## config.mk

```make
export PLATFORM = sky130hd
export DESIGN_NAME = tl_tx_queue_flat
export DESIGN_NICKNAME = d
export VERILOG_FILES = /design/src/rtl/tl_tx_queue_if.sv /design/src/rtl/tl_tx_queue.sv /design/src/flat_wrapper.sv
export SDC_FILE = /design/constraint.sdc
export NUM_CORES = 1
export LEC_CHECK = 0
export CAP_MARGIN = 20
export CORE_AREA = 2 2 198 122
export CTS_CLUSTER_SIZE = 28
export DETAILED_ROUTE_END_ITERATION = 8
export DIE_AREA = 0 0 200 124
export GPL_ROUTABILITY_DRIVEN = 1
export PLACE_DENSITY = 0.75
export SYNTH_ARGS = -nofsm -noshare
export SYNTH_HDL_FRONTEND = slang
export SYNTH_SLANG_ARGS = --single-unit
```

## constraint.sdc

```tcl
create_clock -name clock1 -period 4.11 [get_ports clock1]
set_input_delay 1.0275 -clock clock1 [delete_from_list [all_inputs] [get_ports clock1]]
set_output_delay 1.0275 -clock clock1 [all_outputs]
set_load 0.05 [all_outputs]
```

## src/rtl/tl_tx_queue_if.sv

```systemverilog
// Transaction-layer push side and PHY-facing data/status bundle for tl_tx_queue.
// master = transaction layer / PHY side; slave = the queue itself.
interface tl_tx_queue_if #(
  parameter int DATA_WIDTH = 32
);
  logic                  push;
  logic [DATA_WIDTH-1:0] data_wr;
  logic                  pause;
  logic [DATA_WIDTH-1:0] data_out;
  logic                  valid;
  logic                  full;
  logic                  empty;
  logic                  almost_full;
  logic                  almost_empty;
  logic                  overflow;
  logic [1:0]            state;
  logic [15:0]           sent_count;

  modport master (
    output push, data_wr, pause,
    input  data_out, valid, full, empty, almost_full, almost_empty,
           overflow, state, sent_count
  );

  modport slave (
    input  push, data_wr, pause,
    output data_out, valid, full, empty, almost_full, almost_empty,
           overflow, state, sent_count
  );
endinterface

```

## src/rtl/tl_tx_queue.sv

```systemverilog
// 8-deep transmit queue feeding the PHY; a word pushed at edge N leaves after edge N+1.
// pause holds the head word in place (idle filler sent); pushes while full are dropped and flagged.
module tl_tx_queue #(
  parameter int                    DATA_WIDTH = 32,
  parameter int                    ADDR_WIDTH = 3,
  parameter int                    AF_THRESH  = 6,
  parameter int                    AE_THRESH  = 2,
  parameter logic [DATA_WIDTH-1:0] IDLE_WORD  = 32'hBCBCBCBC
) (
  input  logic          clock1,
  input  logic          reset_L,
  tl_tx_queue_if.slave  bus
);

  localparam int DEPTH = 1 << ADDR_WIDTH;
  localparam int CW    = ADDR_WIDTH + 1;

  typedef enum logic [1:0] {
    ST_IDLE  = 2'd0,
    ST_SEND  = 2'd1,
    ST_PAUSE = 2'd2
  } state_e;

  state_e                state_q, state_d;
  logic [DATA_WIDTH-1:0] mem_q [DEPTH];
  logic [DATA_WIDTH-1:0] mem_d [DEPTH];
  logic [ADDR_WIDTH-1:0] wr_ptr_q, wr_ptr_d;
  logic [ADDR_WIDTH-1:0] rd_ptr_q, rd_ptr_d;
  logic [CW-1:0]         count_q, count_d;
  logic [DATA_WIDTH-1:0] data_out_q, data_out_d;
  logic                  valid_q, valid_d;
  logic                  full_q, full_d;
  logic                  empty_q, empty_d;
  logic                  almost_full_q, almost_full_d;
  logic                  almost_empty_q, almost_empty_d;
  logic                  overflow_q, overflow_d;
  logic [15:0]           sent_count_q, sent_count_d;

  logic                  push_acc;
  logic                  pop_en;

  // Full is the registered flag, so a push while full is dropped even if a pop frees a slot.
  always_comb begin
    push_acc       = bus.push && !full_q;
    pop_en         = (count_q != '0) && !bus.pause;

    mem_d          = mem_q;
    if (push_acc) begin
      mem_d[wr_ptr_q] = bus.data_wr;
    end

    wr_ptr_d       = wr_ptr_q + ADDR_WIDTH'(push_acc);
    rd_ptr_d       = rd_ptr_q + ADDR_WIDTH'(pop_en);
    count_d        = count_q + CW'(push_acc) - CW'(pop_en);

    data_out_d     = pop_en ? mem_q[rd_ptr_q] : IDLE_WORD;
    valid_d        = pop_en;
    sent_count_d   = sent_count_q + 16'(pop_en);
    overflow_d     = overflow_q || (bus.push && full_q);

    full_d         = (count_d == CW'(DEPTH));
    empty_d        = (count_d == '0);
    almost_full_d  = (count_d >= CW'(AF_THRESH));
    almost_empty_d = (count_d <= CW'(AE_THRESH));
  end

  always_comb begin
    state_d = state_q;
    unique case (state_q)
      ST_IDLE: begin
        if (count_d != '0) begin
          state_d = bus.pause ? ST_PAUSE : ST_SEND;
        end
      end
      ST_SEND: begin
        if (count_d == '0) begin
          state_d = ST_IDLE;
        end else if (bus.pause) begin
          state_d = ST_PAUSE;
        end
      end
      ST_PAUSE: begin
        if (!bus.pause) begin
          state_d = ST_SEND;
        end
      end
      default: state_d = ST_IDLE;
    endcase
  end

  always_ff @(posedge clock1) begin
    if (!reset_L) begin
      state_q <= ST_IDLE;
    end else begin
      state_q <= state_d;
    end
  end

  // Storage needs no reset: pointers and count decide which entries are live.
  always_ff @(posedge clock1) begin
    mem_q <= mem_d;
  end

  always_ff @(posedge clock1) begin
    if (!reset_L) begin
      wr_ptr_q       <= '0;
      rd_ptr_q       <= '0;
      count_q        <= '0;
      data_out_q     <= IDLE_WORD;
      valid_q        <= 1'b0;
      full_q         <= 1'b0;
      empty_q        <= 1'b1;
      almost_full_q  <= 1'b0;
      almost_empty_q <= 1'b1;
      overflow_q     <= 1'b0;
      sent_count_q   <= '0;
    end else begin
      wr_ptr_q       <= wr_ptr_d;
      rd_ptr_q       <= rd_ptr_d;
      count_q        <= count_d;
      data_out_q     <= data_out_d;
      valid_q        <= valid_d;
      full_q         <= full_d;
      empty_q        <= empty_d;
      almost_full_q  <= almost_full_d;
      almost_empty_q <= almost_empty_d;
      overflow_q     <= overflow_d;
      sent_count_q   <= sent_count_d;
    end
  end

  always_comb begin
    bus.state        = state_q;
    bus.data_out     = data_out_q;
    bus.valid        = valid_q;
    bus.full         = full_q;
    bus.empty        = empty_q;
    bus.almost_full  = almost_full_q;
    bus.almost_empty = almost_empty_q;
    bus.overflow     = overflow_q;
    bus.sent_count   = sent_count_q;
  end

endmodule

```

## src/flat_wrapper.sv

```systemverilog
// flat-port wrapper written by rule: the top's interface ports become plain ports
module tl_tx_queue_flat 
#(
  parameter int                    DATA_WIDTH = 32,
  parameter int                    ADDR_WIDTH = 3,
  parameter int                    AF_THRESH  = 6,
  parameter int                    AE_THRESH  = 2,
  parameter logic [DATA_WIDTH-1:0] IDLE_WORD  = 32'hBCBCBCBC
)
  (clock1, reset_L, bus_push, bus_data_wr, bus_pause, bus_data_out, bus_valid, bus_full, bus_empty, bus_almost_full, bus_almost_empty, bus_overflow, bus_state, bus_sent_count);
  tl_tx_queue_if #(.DATA_WIDTH(DATA_WIDTH)) bus_i ();
  input  logic clock1;
  input  logic reset_L;
  input wire logic [$bits(bus_i.push)-1:0] bus_push;
  input wire logic [$bits(bus_i.data_wr)-1:0] bus_data_wr;
  input wire logic [$bits(bus_i.pause)-1:0] bus_pause;
  output wire logic [$bits(bus_i.data_out)-1:0] bus_data_out;
  output wire logic [$bits(bus_i.valid)-1:0] bus_valid;
  output wire logic [$bits(bus_i.full)-1:0] bus_full;
  output wire logic [$bits(bus_i.empty)-1:0] bus_empty;
  output wire logic [$bits(bus_i.almost_full)-1:0] bus_almost_full;
  output wire logic [$bits(bus_i.almost_empty)-1:0] bus_almost_empty;
  output wire logic [$bits(bus_i.overflow)-1:0] bus_overflow;
  output wire logic [$bits(bus_i.state)-1:0] bus_state;
  output wire logic [$bits(bus_i.sent_count)-1:0] bus_sent_count;
  assign bus_i.push = bus_push;
  assign bus_i.data_wr = bus_data_wr;
  assign bus_i.pause = bus_pause;
  assign bus_data_out = bus_i.data_out;
  assign bus_valid = bus_i.valid;
  assign bus_full = bus_i.full;
  assign bus_empty = bus_i.empty;
  assign bus_almost_full = bus_i.almost_full;
  assign bus_almost_empty = bus_i.almost_empty;
  assign bus_overflow = bus_i.overflow;
  assign bus_state = bus_i.state;
  assign bus_sent_count = bus_i.sent_count;
  tl_tx_queue #(.DATA_WIDTH(DATA_WIDTH), .ADDR_WIDTH(ADDR_WIDTH), .AF_THRESH(AF_THRESH), .AE_THRESH(AE_THRESH), .IDLE_WORD(IDLE_WORD)) u_core (.clock1(clock1), .reset_L(reset_L), .bus(bus_i));
endmodule
```

# Word level (Yosys, flattened, before mapping)
# Index checks and enable logic that the tools add are counted.
# totals
input_bits	36
out_inout_bits	56
ff_bits	322
word_cells	63
# op_classes
n_addsub	5
reduce_logical	13
magnitude_cmp	5
mux	12
n_eq_ne	6
bitwise_logic	2
# ops
operator	count
$bwmux W256	1
$bmux W32 S3	1
$demux W32 S3	1
$mux W32	3
$add A16 B1 Y16	1
$mux W2	5
$ge A4 B4 Y1 const B	2
$not A3 Y4	2
$reduce_bool A4 Y1	2
$add A3 B1 Y3	2
$pmux W2 S3	1
$add A4 B1 Y4	1
$eq A4 B4 Y1 const B	1
$ge A4 B3 Y1 const B	1
$le A4 B2 Y1 const B	1
$logic_and A1 B1 Y1	4
$logic_not A4 Y1	1
$lt A4 B1 Y1 const B	1
$sub A4 B1 Y4	1
$ne A3 B2 Y1 const B	1
$reduce_and A3 Y1	1
$eq A2 B1 Y1 const B	1
$eq A2 B2 Y1 const B	1
$logic_not A1 Y1	2
5 further kinds	5

# Longest topological paths before layout
# Gate-level depths: netlist of the first run.
# logic_depth
depth_word	7
mapped_depth	11
mapped_depth_nobuf	11

# Worst setup path after synthesis of the first run
# No wires, ideal clock.
# synth_timing
path_type	input -> register
from	in bus_push
to	reg u_core.mem_q[224] (netlist bit) (enable)
slack_ns	0.045
t_arrival_ns	3.604
cell_stages	3
n_path_buf	0
cell_sequence	nor2b_1 -> nand2b_1 -> nor3_1
# synth_via
elab_chain_len	1
# synth_rtl
item	line	text
from (decl)	flat_wrapper.sv:14	input wire logic [$bits(bus_i.push)-1:0] bus_push;
$logic_and A1 B1 Y1	tl_tx_queue.sv:44	push_acc = bus.push && !full_q;
to (signal assigned)	tl_tx_queue.sv:101	mem_q <= mem_d;
to (decl)	tl_tx_queue.sv:25	logic [DATA_WIDTH-1:0] mem_q [DEPTH];
# No other way between the ends.
# A chain may end at the register's enable or synchronous reset.

# Final worst setup path of the first run
# layout_timing
from	in bus_pause
to	reg u_core.state_q[0] (netlist: u_core.bus.state[0])
# layout_via
elab_chain_len	6
word_cells_on_any_way	13
# layout_rtl
item	line	text
from (decl)	flat_wrapper.sv:16	input wire logic [$bits(bus_i.pause)-1:0] bus_pause;
$logic_not A1 Y1 (*)	tl_tx_queue.sv:45	pop_en = (count_q != '0) && !bus.pause;
$logic_and A1 B1 Y1 (*)	tl_tx_queue.sv:45	
named net u_core.pop_en	tl_tx_queue.sv:40	logic pop_en;
$sub A4 B1 Y4 (*)	tl_tx_queue.sv:54	count_d = count_q + CW'(push_acc) - CW'(pop_en);
$logic_not A4 Y1 or $reduce_bool A4 Y1 (tied branches)	tl_tx_queue.sv:76, tl_tx_queue.sv:71	
$ne A3 B2 Y1 (no source line) (tied with other cells)	n/a	
$reduce_and A3 Y1 (no source line) or $pmux W2 S3 (tied branches)	n/a	
to (signal assigned)	tl_tx_queue.sv:95	state_q <= state_d;
to (decl)	tl_tx_queue.sv:24	state_e state_q, state_d;
# Mark *: on every way through the listed nets, which the timed path passes. The rest lies on a longest branch. The select of a mux whose other input is x is not followed.

==> results of run 1 <==
[worst reg2reg max path, stage by stage (launching register included)]
cell and delay (ns):
dfxtp_1 0.30, inv_1 0.07, ha_1 0.14, nor3b_1 0.32, nor2_1 0.15, ha_1 0.30
inv_1 0.04, ha_1 0.20, fa_1 0.38, xnor2_1 0.37, nand2_1 0.16, o311a_1 0.32
[power breakdown]
| group | internal [mW] | total (mW) | switching (mW) |
|---|---|---|---|
| Clock | 1.69 | 2.81 | 1.12 |
| Combinational | 0.803 | 1.80 | 0.997 |
| Sequential | 3.83 | 4.00 | 0.169 |
[layer usage]
metal	vias to the layer above	part of all wire, %	track usage, %
li1	2535	-	-
met1	2991	45	26.3
met2	159	49	30.5
met3	31	5.3	3.90
met4	0	1.5	3.56
met5	-	0	0
[kinds of logic after synthesis]
logic type / synth area share [%]
flops: 76.3
simple gates: 3.64
mux: 13.0
compound gates: 2.95
buf+inv: 1.61
xor+xnor: 1.19
fa+ha+maj: 1.34
[final timing paths]
path	slack [ns]	cells past startpoint	to
hold / removal	0.47	2	u_core.bus.sent_count[15]
setup reg to reg	1.26	11	u_core.bus.state[0]
setup / recovery	1.17	9	u_core.bus.state[0]
hold reg to reg	0.47	2	u_core.bus.sent_count[15]
[cell usage in the layout (no fill, tap or decap), types with 5 or more instances in the layout]
master             n
xor2_1            12
clkbuf_16         29
and2_1            23
nand2_1           13
clkdlybuf4s50_1   91
buf_4             14
edfxtp_1         256
inv_1              9
dfxtp_1           64
clkbuf_1          10
nor2_4             6
o22a_1            20
ha_1              11
a22o_1            12
mux4_1            21
nand3_1            5
bufinv_16          6
nor2_1             5
nand2b_1           5
mux4_2            43
[state kept, by name, summed over array words and instances, names as in the netlist, 2 cells and up]
signal                 count
u_core.wr_ptr_q            3
u_core.bus.data_out       32
u_core.rd_ptr_q            3
u_core.count_q             4
u_core.bus.state           2
u_core.mem_q             256
u_core.bus.sent_count     16
[cell type report]
type | instances | share of cell area, %
Sequential cell | 322 | 63.5
Multi-Input combinational cell | 214 | 18.7
Timing Repair Buffer | 109 | 7.82
Clock buffer | 40 | 5.47
Tap cell | 315 | 2.78
Clock inverter | 12 | 1.49
Inverter | 9 | 0.238
==> reports/qor.txt, run 1 <==
Final setup margin: 1.17 ns
Grt ovf: 0
Static leakage: 4.71 nW
Util after Layout: 62.1%
Placement Cell Area: 0.0132 mm2
Tcrit/Tclk final: 71.6%
Via density: 5.60
Most Frequent Cell on Critical Path: ha_1
Pre-Repair DR Iteration Count: 5
Dpl cells: 967
Die ar.: 0.0248 mm2
DP Wirelength: 13000 um
CP max stage cell: clkdlybuf4s50_1
Routed wire length: 22300 um
Drt drc: 0
Core Region: 0.0229 mm2
Worst R2R Start: u_core.count_q[2]
Multi-input logic area: 0.00266 mm2
Reg clk slew, reported paths: 0.06 ns
CP delay by family, top: adder cells
Routed vias: 5716
Hold Crit Start: u_core.bus.sent_count[15]
Yosys reg bits: 322
Starting Density: 51.6%
CP endpoint kind: flip-flop
# port buffers: 91
DIE HEIGHT: 124 um
Bufs and invs on worst path: 2
Post-CTS Hold Fix Bufs: 0
CTS tree: built
Layout fillers: 1574
Max-cap violations: 0
Final Max Tran Viols: 0
Total CTS buffers: 28
Post-synth EDFFs: 256
Worst slew pin tran: 1.06 ns
First-pass GRT wire length: 34100 um
CP startpoint kind: primary input
Top area cells in the synthesized netlist: edfxtp_1 (65%), dfxtp_1 (11%), mux4_2 (8.2%)
Max stage delay on crit path: 0.49 ns
Sequential cell area fraction in the yosys report: 76.3%
Worst vdd ir: 0.000393 V
Final Wtd Congestion: 0.780
Die Wd: 200 um
Ant. Diodes: 0
Worst Hold Class: reg2reg
Unrepaired setup endpoints after global routing: no
Minimum hold slack: 0.475 ns
CTS resizes: 0
Non-Filler Instances: 1021
WP data required: 4.54 ns
CTS HTree Levels: 1
Final setup violating endpoints: 0
Syn_area_per_cell: 20.8 um2
Layout cells sized above 1: 16.0%
Endpoints failing hold: 0
Post-CTS setup buffers: 0
Clk_lat worst skew: 0.55 ns
Status: finished, final reports clean
Maximum clock rate: 340 MHz
Vias in the first global route: 5916
Cell taking the most area after synthesis: edfxtp_1
Overall power: 8.61 mW
Critical Path AT: 3.38 ns
Synth-to-layout area growth: 20.3%
Dpl ws: 0.669 ns
Top-count cell post-synth: edfxtp_1
DR WL/cell: 21.8 um
Boundary pin count: 92
First DRT Iteration DRCs: 442
Clock sinks: 322
Final instance area: 0.0142 mm2
Cell area after synthesis: 0.0118 mm2
Initial antenna violation count: 0
Synth Instances: 568
Global-route usage over all layers: 18.6%
Unique cell type count in the Yosys netlist: 38
Worst Path Max Fanout: 5
CTS root buffer: clkbuf_16
# rows: 43
Critical Path Start: bus_pause
Post-DRT Antenna Nets: 0
Top_reg_cell synth: edfxtp_1
Setup Total Neg Slack: 0 ns
Synth top cells by count: edfxtp_1 (256), dfxtp_1 (66), mux4_2 (43)
Crit Path Class: in2reg
Ys Warns: 0
Pwr/cell area: 607 mW/mm2
Largest net degree at the start of global routing: 58
CTS max path bufs: 3
CP cell instances: clkdlybuf4s50_1 -> nor2_1 -> ha_1 -> inv_1 -> ha_1 -> fa_1 -> xnor2_1 -> nand2_1 -> o311a_1
Share of the synthesized area in the top cell type: 65.1%
Slew HR: 29.3%
Layout Nets: 732
Syn Nets: 616
Sequential Area: 0.00901 mm2
Crit path time final: 2.94 ns
Final Skew: 0.0104 ns
Post-synth ARST share: 0%
Power figures use the tool's default switching activity.
==> inputs of run 2 (changes only) <==
--- a/config.mk
+++ b/config.mk
@@ -6,12 +6,12 @@
 export NUM_CORES = 1
 export LEC_CHECK = 0
 export CAP_MARGIN = 20
-export CORE_AREA = 2 2 198 122
+export CORE_AREA = 2 2 188 116
 export CTS_CLUSTER_SIZE = 28
 export DETAILED_ROUTE_END_ITERATION = 8
-export DIE_AREA = 0 0 200 124
+export DIE_AREA = 0 0 190 118
 export GPL_ROUTABILITY_DRIVEN = 1
-export PLACE_DENSITY = 0.75
+export PLACE_DENSITY = 0.78
 export SYNTH_ARGS = -nofsm -noshare
 export SYNTH_HDL_FRONTEND = slang
 export SYNTH_SLANG_ARGS = --single-unit
==> constraint.sdc (replaced) <==
create_clock -name clock1 -period 2.85 [get_ports clock1]
set_input_delay 0.7125 -clock clock1 [delete_from_list [all_inputs] [get_ports clock1]]
set_output_delay 0.7125 -clock clock1 [all_outputs]
set_load 0.05 [all_outputs]
==> reports/qor.txt, run 2 (synthesis gave the netlist of run 1 again) <==
Util after Layout: 68.7% (+6.6 points)
CP max stage cell: fa_1
Slew HR: 51.4% (+22 points)
Placement Cell Area: 0.0133 mm2 (+1.2%)
Synth-to-layout area growth: 20.4% (about the same)
Ant. Diodes: 0 (unchanged)
Most flops, register: u_core.mem_q
WP data required: 3.27 ns (-1.27 ns)
Non-Filler Instances: 993 (-2.7%)
Final instance area: 0.0142 mm2 (about the same)
Clock sinks: 322 (unchanged)
Final Skew: 0.0122 ns (+0.00180 ns)
Final setup margin: 0.225 ns (-0.943 ns)
Maximum clock rate: 381 MHz
Global-route usage over all layers: 20.5% (+2.0 points)
CTS HTree Levels: 1 (unchanged)
Static leakage: 4.71 nW (about the same)
Setup Total Neg Slack: 0 ns (unchanged)
Post-DRT Antenna Nets: 0 (unchanged)
DIE HEIGHT: 118 um (-4.8%)
DP Wirelength: 13000 um (+0.23%)
Sequential Area: 0.00901 mm2 (unchanged)
Reg clk slew, reported paths: 0.06 ns (about the same)
Worst Hold Class: reg2reg
Pre-Repair DR Iteration Count: 4 (-1)
Grt ovf: 0 (unchanged)
Initial antenna violation count: 0 (unchanged)
CTS max path bufs: 3 (unchanged)
Max stage delay on crit path: 0.49 ns (about the same)
Total CTS buffers: 29 (+3.6%)
Final Wtd Congestion: 0.756 (-3.1%)
Final Max Tran Viols: 0 (unchanged)
Crit Path Class: reg2reg
Largest net degree at the start of global routing: 43 (-26%)
Routed vias: 5743 (+0.47%)
CTS root buffer: clkbuf_16
Post-CTS Hold Fix Bufs: 0 (unchanged)
Core Region: 0.0207 mm2 (-9.6%)
Boundary pin count: 92 (unchanged)
Endpoints failing hold: 0 (unchanged)
Max-cap violations: 0 (unchanged)
Layout fillers: 1302 (-17%)
Leading cell types in the layout, fill and taps excluded: edfxtp_1 (256), clkdlybuf4s50_1 (91), dfxtp_1 (64), mux4_2 (43), clkbuf_16 (29)
CP startpoint kind: flip-flop
Post-CTS setup buffers: 0 (unchanged)
Worst slew pin tran: 0.729 ns (-0.332 ns)
Vias in the first global route: 6055 (+2.3%)
CTS resizes: 0 (unchanged)
Layout Nets: 741 (+1.2%)
Layout cells sized above 1: 16.9% (+0.94 points)
Dpl cells: 941 (-2.7%)
Worst Path Max Fanout: 3 (-2)
CP cell instances: inv_1 -> ha_1 -> nor3b_1 -> nor2_1 -> ha_1 -> inv_1 -> ha_1 -> fa_1 -> nor2_1 -> nand2_1 -> o311a_1
Most common cell after layout, fill and taps aside: edfxtp_1
Tcrit/Tclk final: 92.1%
Status: finished, final reports clean
Worst vdd ir: 0.000492 V (+25%)
# rows: 41 (-4.7%)
Most Frequent Cell on Critical Path: ha_1
Die ar.: 0.0224 mm2 (-9.6%)
First DRT Iteration DRCs: 390 (-12%)
Die Wd: 190 um (-5.0%)
Routed wire length: 22300 um (about the same)
CP endpoint kind: flip-flop
# port buffers: 91 (unchanged)
DR WL/cell: 22.4 um (+2.9%)
Drt drc: 0 (unchanged)
Critical Path AT: 3.05 ns (-0.33 ns)
Final setup violating endpoints: 0 (unchanged)
First-pass GRT wire length: 34900 um (+2.1%)
Pwr/cell area: 852 mW/mm2 (+40%)
CTS tree: built
Crit path time final: 2.62 ns
Multi-input logic area: 0.00267 mm2 (+0.47%)
Starting Density: 57.1% (+5.5 points)
Via density: 5.78 (+3.3%)
Clk_lat worst skew: 0.53 ns (-0.02 ns)
Max reg flops: 256 (unchanged)
Dpl ws: -0.125 ns (-0.793 ns)
Unrepaired setup endpoints after global routing: no
run 2: where the power goes:
part	switching, mW	internal, mW
clock network	1.59	2.08
logic	1.43	1.22
registers	0.244	5.53
total	3.27	8.83
run 2: per-layer routing:
layer,vias up,part of all wire [%],global-route usage (%)
met4,0,1.4,3.78
met3,26,5.0,3.52
met5,-,0,0
li1,2560,-,-
met2,151,48,33.1
met1,3006,45,30.3
run 2: through the flow:
stage	hold WS, ns	power, mW
global route	0.517	12.6
finish	0.475	12.1
CTS	0.473	12.2
global placement	0.452	8.44
floorplan	0.552	7.67
detailed placement	0.464	8.55
run 2: cell type report:
class                      count  share of cell area (%)
clock buffer                  38                    5.42
clock inverter                14                   0.898
inverter                       9                   0.238
multi-input combinational    214                    18.8
sequential                   322                    63.4
tap                          279                    2.46
timing repair buffer         117                    8.75
run 2: worst paths after layout:
path	slack, ns	cells after the start	end	start
setup / recovery	0.23	11	u_core.bus.state[0]	u_core.count_q[2]
hold / removal	0.47	2	u_core.bus.sent_count[15]	u_core.bus.sent_count[15]
setup reg to reg	0.23	11	u_core.bus.state[0]	u_core.count_q[2]
hold reg to reg	0.47	2	u_core.bus.sent_count[15]	u_core.bus.sent_count[15]
run 2: critical path, delay by kind of cell (launching register included):
family	cells	cell delay (ns)
simple gates	4	0.67
fa+ha+maj	4	1.14
compound gates	1	0.30
flops	1	0.30
buf+inv	2	0.11
==> inputs of run 3 (changes only) <==
--- a/config.mk
+++ b/config.mk
@@ -7,6 +7,7 @@
 export LEC_CHECK = 0
 export CAP_MARGIN = 20
 export CORE_AREA = 2 2 188 116
+export CTS_CLUSTER_DIAMETER = 50
 export CTS_CLUSTER_SIZE = 28
 export DETAILED_ROUTE_END_ITERATION = 8
 export DIE_AREA = 0 0 190 118
==> reports/qor.txt, run 3 (synthesis gave the netlist of run 1 again) <==
Status: finished, final reports clean
Dpl cells: 941 (unchanged)
CTS root buffer: clkbuf_16
Hold Path Sink: u_core.bus.sent_count[15]
Core Region: 0.0207 mm2 (unchanged)
Worst vdd ir: 0.000580 V (+18%)
Boundary pin count: 92 (unchanged)
Global-route usage over all layers: 20.3% (-0.20 points)
Layout Nets: 730 (-1.5%)
WP data required: 3.25 ns (-0.02 ns)
CTS max path bufs: 3 (unchanged)
Setup Total Neg Slack: 0 ns (unchanged)
DR WL/cell: 22.9 um (+2.0%)
Most flops, register: u_core.mem_q
DIE HEIGHT: 118 um (unchanged)
Crit Path Class: reg2reg
Static leakage: 4.57 nW (-2.9%)
Post-CTS setup buffers: 0 (unchanged)
First DRT Iteration DRCs: 402 (+3.1%)
Synth-to-layout area growth: 17.9%
Layout cells sized above 1: 15.9% (-1.1 points)
Max-cap violations: 0 (unchanged)
Slew HR: 52.6% (+1.2 points)
Reg clk slew, reported paths: 0.09 ns (+0.03 ns)
Util after Layout: 67.3% (-1.4 points)
Final Skew: 0.0180 ns (+0.00575 ns)
CTS HTree Levels: 1 (unchanged)
Reg2Reg Depth: 11 (unchanged)
Final Max Tran Viols: 0 (unchanged)
Hold Crit Start: u_core.bus.sent_count[15]
Die Wd: 190 um (unchanged)
First-pass GRT wire length: 34500 um (-0.89%)
Reg-to-reg endpoint: u_core.bus.state[0]
Hold Crit Depth: 2 (unchanged)
Endpoints failing hold: 0 (unchanged)
Max reg flops: 256 (unchanged)
Maximum clock rate: 374 MHz (-1.9%)
Clock sinks: 322 (unchanged)
Worst R2R Start: u_core.count_q[2]
Ant. Diodes: 0 (unchanged)
Layout fillers: 1345 (+3.3%)
Grt ovf: 0 (unchanged)
# rows: 41 (unchanged)
CP startpoint kind: flip-flop
CTS resizes: 0 (unchanged)
Pre-Repair DR Iteration Count: 4 (unchanged)
Non-Filler Instances: 972 (-2.1%)
Overall power: 11.3 mW (-6.8%)
Unrepaired setup endpoints after global routing: no
# port buffers: 91 (unchanged)
DP Wirelength: 13000 um (unchanged)
Worst Hold Class: reg2reg
Vias in the first global route: 5949 (-1.8%)
Final Wtd Congestion: 0.756 (unchanged)
Leading cell types in the layout, fill and taps excluded: edfxtp_1 (256), clkdlybuf4s50_1 (91), dfxtp_1 (64), mux4_2 (43), and2_1 (23)
Post-CTS Hold Fix Bufs: 0 (unchanged)
Largest net degree at the start of global routing: 43 (unchanged)
Critical Path AT: 3.07 ns (+0.02 ns)
Setup slack, reg-to-reg: 0.18 ns (-0.05 ns)
Routed vias: 5669 (-1.3%)
Final setup violating endpoints: 0 (unchanged)
CTS tree: built
Routed wire length: 22200 um (-0.17%)
Drt drc: 0 (unchanged)
Starting Density: 57.1% (unchanged)
Tcrit/Tclk final: 93.8% (+1.7 points)
Worst slew pin tran: 0.710 ns (-0.0185 ns)
Clk_lat worst skew: 0.51 ns (-0.02 ns)
Total CTS buffers: 18 (-38%)
Die ar.: 0.0224 mm2 (unchanged)
Via density: 5.83 (+0.84%)
Initial antenna violation count: 0 (unchanged)
CP endpoint kind: flip-flop
Crit path time final: 2.67 ns (+0.0498 ns)
Pwr/cell area: 810 mW/mm2 (-4.9%)
Post-DRT Antenna Nets: 0 (unchanged)
Most common cell after layout, fill and taps aside: edfxtp_1
Sequential Area: 0.00901 mm2 (unchanged)
Multi-input logic area: 0.00267 mm2 (unchanged)
Worst Path Max Fanout: 3 (unchanged)
==> run 3: cell types whose count changed in the layout (fill, tap and decap cells not counted), sizes merged <==
cell,delta
clkinv,-2
bufinv,-2
clkbuf,-18
inv,+3
clkinvlp,-2
==> run 3: how the worst max path moves through the flow <==
stage / slack [ns] / to / cells after the start / from
6_report: 0.18 / u_core.bus.state[0] / 11 / u_core.count_q[2]
5_1_grt: 0.009 / u_core.bus.state[0] / 11 / u_core.count_q[2]
4_1_cts: 0.19 / u_core.bus.state[0] / 11 / u_core.count_q[2]
3_5_place_dp: -0.12 / u_core.bus.state[0] / 9 / bus_pause
3_3_place_gp: -0.05 / u_core.bus.state[0] / 9 / bus_pause
2_1_floorplan: -0.04 / u_core.mem_q[64] / 3 / bus_push
==> run 3: layer usage <==
layer  share of wire [%]  vias up  track usage [%]
met4                 1.3        0             3.25
met3                 4.2       18             3.01
li1                    -     2530                -
met1                  45     2980             30.1
met2                  49      141             33.3
met5                   0        -                0
==> run 3: per-stage QoR <==
step	hold slack [ns]	area, um2	setup slack, ns
3_3_place_gp	0.452	13300	-0.0518
4_1_cts	0.477	13900	0.189
3_5_place_dp	0.464	13300	-0.125
6_report	0.475	13900	0.175
2_1_floorplan	0.552	11800	-0.0444
5_1_grt	0.524	13900	0.00930
==> run 3: area by class of cell <==
class / count / area share, %
flip-flops and latches: 322 / 64.8
multi-input cells: 214 / 19.2
repair buffers: 117 / 8.94
clock buffers: 20 / 3.44
well taps: 279 / 2.51
clock inverters: 11 / 0.881
inverters: 9 / 0.243
==> run 3: report_power, final <==
group	switching (mW)	internal [mW]
Sequential	0.247	5.52
Clock	1.54	1.30
Combinational	1.45	1.22
Total	3.23	8.04
==> run 3: worst max-delay path, stage by stage (launching register included) <==
cell	delay [ns]
dfxtp_1	0.31
inv_1	0.07
ha_1	0.15
nor3b_1	0.32
nor2_1	0.11
ha_1	0.30
inv_1	0.04
ha_1	0.20
fa_1	0.40
xnor2_1	0.23
nand2_1	0.13
o311a_1	0.30
